$ cat src/rtl/wshb_arbiter2.sv
// Two-master Wishbone arbiter in front of a single SDRAM slave port, with a starvation pulse.
// Define WSHB_ARB_RR_EN for round-robin ties; the default build gives master 0 fixed priority.
//   state | meaning
//   IDLE  | no owner, slave outputs forced to 0
//   OWN0  | master 0 (video reader) owns the slave
//   OWN1  | master 1 (pixel writer) owns the slave
module wshb_arbiter2 #(
  parameter int AW       = 32,
  parameter int DW       = 32,
  parameter int MAX_HOLD = 1024
) (
  input  logic            clk_i,
  input  logic            rst_i,
  input  logic            m0_cyc_i,
  input  logic            m0_stb_i,
  input  logic            m0_we_i,
  input  logic [AW-1:0]   m0_adr_i,
  input  logic [DW-1:0]   m0_dat_w_i,
  input  logic [DW/8-1:0] m0_sel_i,
  output logic            m0_ack_o,
  output logic [DW-1:0]   m0_dat_r_o,
  input  logic            m1_cyc_i,
  input  logic            m1_stb_i,
  input  logic            m1_we_i,
  input  logic [AW-1:0]   m1_adr_i,
  input  logic [DW-1:0]   m1_dat_w_i,
  input  logic [DW/8-1:0] m1_sel_i,
  output logic            m1_ack_o,
  output logic [DW-1:0]   m1_dat_r_o,
  output logic            s_cyc_o,
  output logic            s_stb_o,
  output logic            s_we_o,
  output logic [AW-1:0]   s_adr_o,
  output logic [DW-1:0]   s_dat_w_o,
  output logic [DW/8-1:0] s_sel_o,
  input  logic            s_ack_i,
  input  logic [DW-1:0]   s_dat_r_i,
  output logic [1:0]      gnt_o,
  output logic            starve_o
);

  typedef enum logic [1:0] {
    IDLE = 2'd0,
    OWN0 = 2'd1,
    OWN1 = 2'd2
  } state_t;

  localparam logic [15:0] HOLD_MAX = 16'(MAX_HOLD);

  state_t      state_q, state_d;
  logic [15:0] hold_q, hold_d;
  logic        starve_q, starve_d;
  logic [1:0]  gnt_q, gnt_d;
  logic        other_wait;
  state_t      tie_winner;

`ifdef WSHB_ARB_RR_EN
  logic last_q, last_d;

  // last remembers the most recent owner so a tie goes to the other master
  always_comb begin
    last_d = last_q;
    if (state_d == OWN0 && state_q != OWN0) last_d = 1'b0;
    if (state_d == OWN1 && state_q != OWN1) last_d = 1'b1;
  end

  always_ff @(posedge clk_i) begin
    if (rst_i) last_q <= 1'b1;
    else       last_q <= last_d;
  end

  assign tie_winner = last_q ? OWN0 : OWN1;
`else
  assign tie_winner = OWN0;
`endif

  always_comb begin
    state_d = state_q;
    case (state_q)
      IDLE: begin
        if (m0_cyc_i && m1_cyc_i) state_d = tie_winner;
        else if (m0_cyc_i)        state_d = OWN0;
        else if (m1_cyc_i)        state_d = OWN1;
      end
      OWN0: if (!m0_cyc_i) state_d = m1_cyc_i ? OWN1 : IDLE;
      OWN1: if (!m1_cyc_i) state_d = m0_cyc_i ? OWN0 : IDLE;
      default: state_d = IDLE;
    endcase
  end

  // Hold counter only runs while the current owner keeps the other master waiting
  always_comb begin
    other_wait = (state_q == OWN0 && m1_cyc_i) || (state_q == OWN1 && m0_cyc_i);
    hold_d     = hold_q;
    if (state_d != state_q || state_q == IDLE) hold_d = 16'd0;
    else if (other_wait && hold_q != HOLD_MAX) hold_d = hold_q + 16'd1;
    starve_d = (hold_d == HOLD_MAX) && (hold_q != HOLD_MAX);
    gnt_d    = {state_d == OWN1, state_d == OWN0};
  end

  always_ff @(posedge clk_i) begin
    if (rst_i) begin
      state_q  <= IDLE;
      hold_q   <= 16'd0;
      starve_q <= 1'b0;
      gnt_q    <= 2'b00;
    end else begin
      state_q  <= state_d;
      hold_q   <= hold_d;
      starve_q <= starve_d;
      gnt_q    <= gnt_d;
    end
  end

  always_comb begin
    s_cyc_o   = 1'b0;
    s_stb_o   = 1'b0;
    s_we_o    = 1'b0;
    s_adr_o   = '0;
    s_dat_w_o = '0;
    s_sel_o   = '0;
    m0_ack_o  = 1'b0;
    m1_ack_o  = 1'b0;
    case (state_q)
      OWN0: begin
        s_cyc_o   = m0_cyc_i;
        s_stb_o   = m0_stb_i & m0_cyc_i;
        s_we_o    = m0_we_i;
        s_adr_o   = m0_adr_i;
        s_dat_w_o = m0_dat_w_i;
        s_sel_o   = m0_sel_i;
        m0_ack_o  = s_ack_i;
      end
      OWN1: begin
        s_cyc_o   = m1_cyc_i;
        s_stb_o   = m1_stb_i & m1_cyc_i;
        s_we_o    = m1_we_i;
        s_adr_o   = m1_adr_i;
        s_dat_w_o = m1_dat_w_i;
        s_sel_o   = m1_sel_i;
        m1_ack_o  = s_ack_i;
      end
      default: ;
    endcase
  end

  assign m0_dat_r_o = s_dat_r_i;
  assign m1_dat_r_o = s_dat_r_i;
  assign gnt_o      = gnt_q;
  assign starve_o   = starve_q;

endmodule

$ cat config.mk
export PLATFORM = sky130hd
export DESIGN_NAME = wshb_arbiter2
export DESIGN_NICKNAME = d
export VERILOG_FILES = /design/src/rtl/wshb_arbiter2.sv
export SDC_FILE = /design/constraint.sdc
export NUM_CORES = 1
export LEC_CHECK = 0
export BUFFER_PORTS_ARGS = -buffer_cell sky130_fd_sc_hd__buf_2
export CAP_MARGIN = 10
export CORE_AREA = 2 2 121 123
export DETAILED_ROUTE_END_ITERATION = 8
export DIE_AREA = 0 0 123 125
export GPL_TIMING_DRIVEN = 0
export PLACE_DENSITY_LB_ADDON = 0.2
export SLEW_MARGIN = 40
export SYNTH_ARGS = -nofsm -noshare
export SYNTH_HDL_FRONTEND = slang
export SYNTH_SLANG_ARGS = --single-unit
$ cat constraint.sdc
create_clock -name clk_i -period 2.6 [get_ports clk_i]
set_clock_uncertainty 0.1 [all_clocks]
set_input_delay 0.39 -clock clk_i [delete_from_list [all_inputs] [get_ports clk_i]]
set_output_delay 0.39 -clock clk_i [all_outputs]
set_load 0.01 [all_outputs]
==> results.yml <==
outcome:
  status: "finished, final reports clean"
timing:
  min_period_ns: 2.46
  fin_crit_sh: 0.944
  setup_slack_ns: 0.145
  clock.fmax_mhz: 407
  setup_viol: 0
  tightestPinTransition_ns: 0.404
  drv_slew: 0
  worst_slew_margin_rel: 0.731
  rsz0062_at_grt: "no"
  hold_violations: 0
final_layout:
  area_growth_pct: 61.5
  layout_common_cells: "buf_2 (291), nor2b_1 (68), a22oi_1 (67)"
  drive_gt1_frac: 0.592
  final_common_cell: "buf_2"
  nets: 866
clocking:
  cts_tree: "yes"
  numCtsBuffers: 3
  post_cts_buffers: 0
  ctsHoldBuffers: 0
  htreeDepth: 1
  cts_sinks: 21
  clkSlewWorstSetupHoldPaths_ns: 0.06
  cts_root_buffer: "clkbuf_16"
  clockBufferDepth: 2
  clock_latency_ns: 0.26
run:
  max_cap_viol_count: 0
yosys:
  synth_fp_nets: 578
  synthCells: 394
  ys_warn_count: 0
  syn_avg_cell_area_um2: 7.47
  synth_cell_types: 47
  synth_edf_count: 0
  synth-main-ff-cell: "dfxtp_1"
  ys_seq_area_frac: 0.143
  async_flop_share: 0
  synth_area_um2: 2940
  ys_ff_latch: 21
setup_path:
  path_class: "flip-flop to output port"
  max_stage_delay_ns: 0.40
  critPathCaptureType: "output port"
  path_delay_family: "buffers and inverters"
  cp_data_required_time_ns: 2.11
  critPathBufInv: 4
  path_depth: 7
  r2r_cells: 8
  critPathLaunchType: "flip-flop"
  slowest_stage: "dfxtp_2"
  cp_max_fo: 17
  path_cells: "inv_1 -> ha_1 -> buf_6 -> clkbuf_4 -> a22oi_2 -> nor2b_1 -> buf_2"
  cp_data_arrival_time_ns: 1.97
floorplan:
  initial_core_util: 0.207
  ios: 317
  die_x_um: 123
  die_h_um: 125
  coreArea_um2: 14200
  die-area_um2: 15400
  rows: 44
global_routing:
  grt_pass1_wl_um: 22400
  antenna_found_initial: 4
  grt_max_degree: 18
  grt_pass1_vias: 3784
  grt-ovfl-total: 0
  track_usage: 0.194
pwr:
  p_per_area_nw_per_um2: 307
  peakVddDrop_mv: 0.198
  leakage_uw: 0.00238
  total_power_uw: 1460
placement:
  routabilityCongestion: 0.850
  io_buffers: 284
  hpwl_um: 13700
  pre_cts_slack_ns: -0.465
detailed_routing:
  firstDrtPassIters: 4
  first_iter_violations: 144
  dr_total_vias: 3902
  drc_errors: 0
  viasPerCell: 4.50
  wl_per_cell_um: 18.1
  ant_nets: 0
  totalWireLength_um: 15700
min_path:
  whs_path_depth: 2
  hold_class: "input port to flip-flop"
[timing repair]
action                                  4_1_cts  5_1_grt
gates resized for setup                      24       15
endpoints found under the setup margin       72       40
pin swaps                                     0        0
[registers in the layout (all words and copies together), names as in the netlist]
name,cells
starve_o,1
gnt_o,2
hold_q,16
state_q,2
[Yosys cell counts (2+ instances only)]
library cell / n / area, um^2
a21oi_1: 5 / 25.0
a22oi_1: 72 / 541
and2_1: 6 / 37.5
and3_1: 2 / 12.5
buf_1: 3 / 11.3
buf_2: 6 / 30.0
buf_4: 64 / 480
buf_6: 2 / 22.5
clkbuf_1: 20 / 75.1
clkbuf_2: 2 / 10.0
dfxtp_1: 21 / 420
ha_1: 7 / 87.6
inv_1: 7 / 26.3
nand2_1: 14 / 52.6
nand3_1: 7 / 35.0
nand4_1: 7 / 43.8
nand4_2: 3 / 37.5
nor2_1: 22 / 82.6
nor2b_1: 71 / 444
nor3_1: 3 / 15.0
nor3_2: 3 / 30.0
nor4_1: 3 / 18.8
nor4b_1: 2 / 17.5
o21ai_0: 4 / 20.0
xnor2_1: 8 / 70.1
xor2_1: 9 / 78.8
[cells by family (layout without fill, tap and decap cells)]
logic type                 count (synthesis)  count (layout)  share of synthesized area
and+or+nand+nor                          153             153                      0.318
buffers and inverters                    104             391                      0.223
AOI/OAI and AO/OA                         92              92                      0.236
DFF                                       21              21                      0.143
xor gates and xnor gates                  17              17                     0.0506
adders and majority gates                  7               7                     0.0297
other                                      0               2                          0
[power by group]
part	switching, uW	internal [uW]	leakage, uW
Sequential	7.61	329	0.000170
Clock	125	207	0.0000409
Combinational	402	389	0.00217
[metal layers]
layer	vias to the layer above	GRT usage	part of all wire	wire length [um]
met3	16	0.0374	0.069	1080
met5	-	0	0.0011	17
met4	4	0.0354	0.017	269
li1	1905	-	-	-
met2	147	0.332	0.50	7920
met1	1830	0.253	0.41	6430
[path summary, 6_finish.rpt]
kind / from / end / slack (ns)
hold / removal: rst_i / state_q[1] / 0.23
hold reg to reg: hold_q[1] / hold_q[1] / 0.47
setup reg to reg: state_q[0] / starve_o / 0.26
setup / recovery: state_q[0] / s_adr_o[20] / 0.14
[layout make-up]
class | instances | area (um^2)
clock buffers | 3 | 75.1
flip-flops and latches | 21 | 423
inverters | 7 | 26.3
plain buffers | 96 | 657
fillers | 1624 | 9450
well taps | 184 | 230
multi-input cells | 269 | 1910
diodes | 2 | 5.00
clock inverters | 1 | 5.00
repair buffers | 284 | 1420
[metrics by stage]
stage	utilization	cell area (um^2)	instances	setup TNS, ns	hold WS [ns]
global placement	0.324	4600	862	-5.54	0.444
finish	0.335	4750	867	0	0.226
CTS	0.333	4730	865	-0.00409	0.234
floorplan	-	2940	394	0	0.374
global route	0.334	4750	866	0	0.243
detailed placement	0.324	4600	862	-7.16	0.466
(Power assumes the default switching activity.)
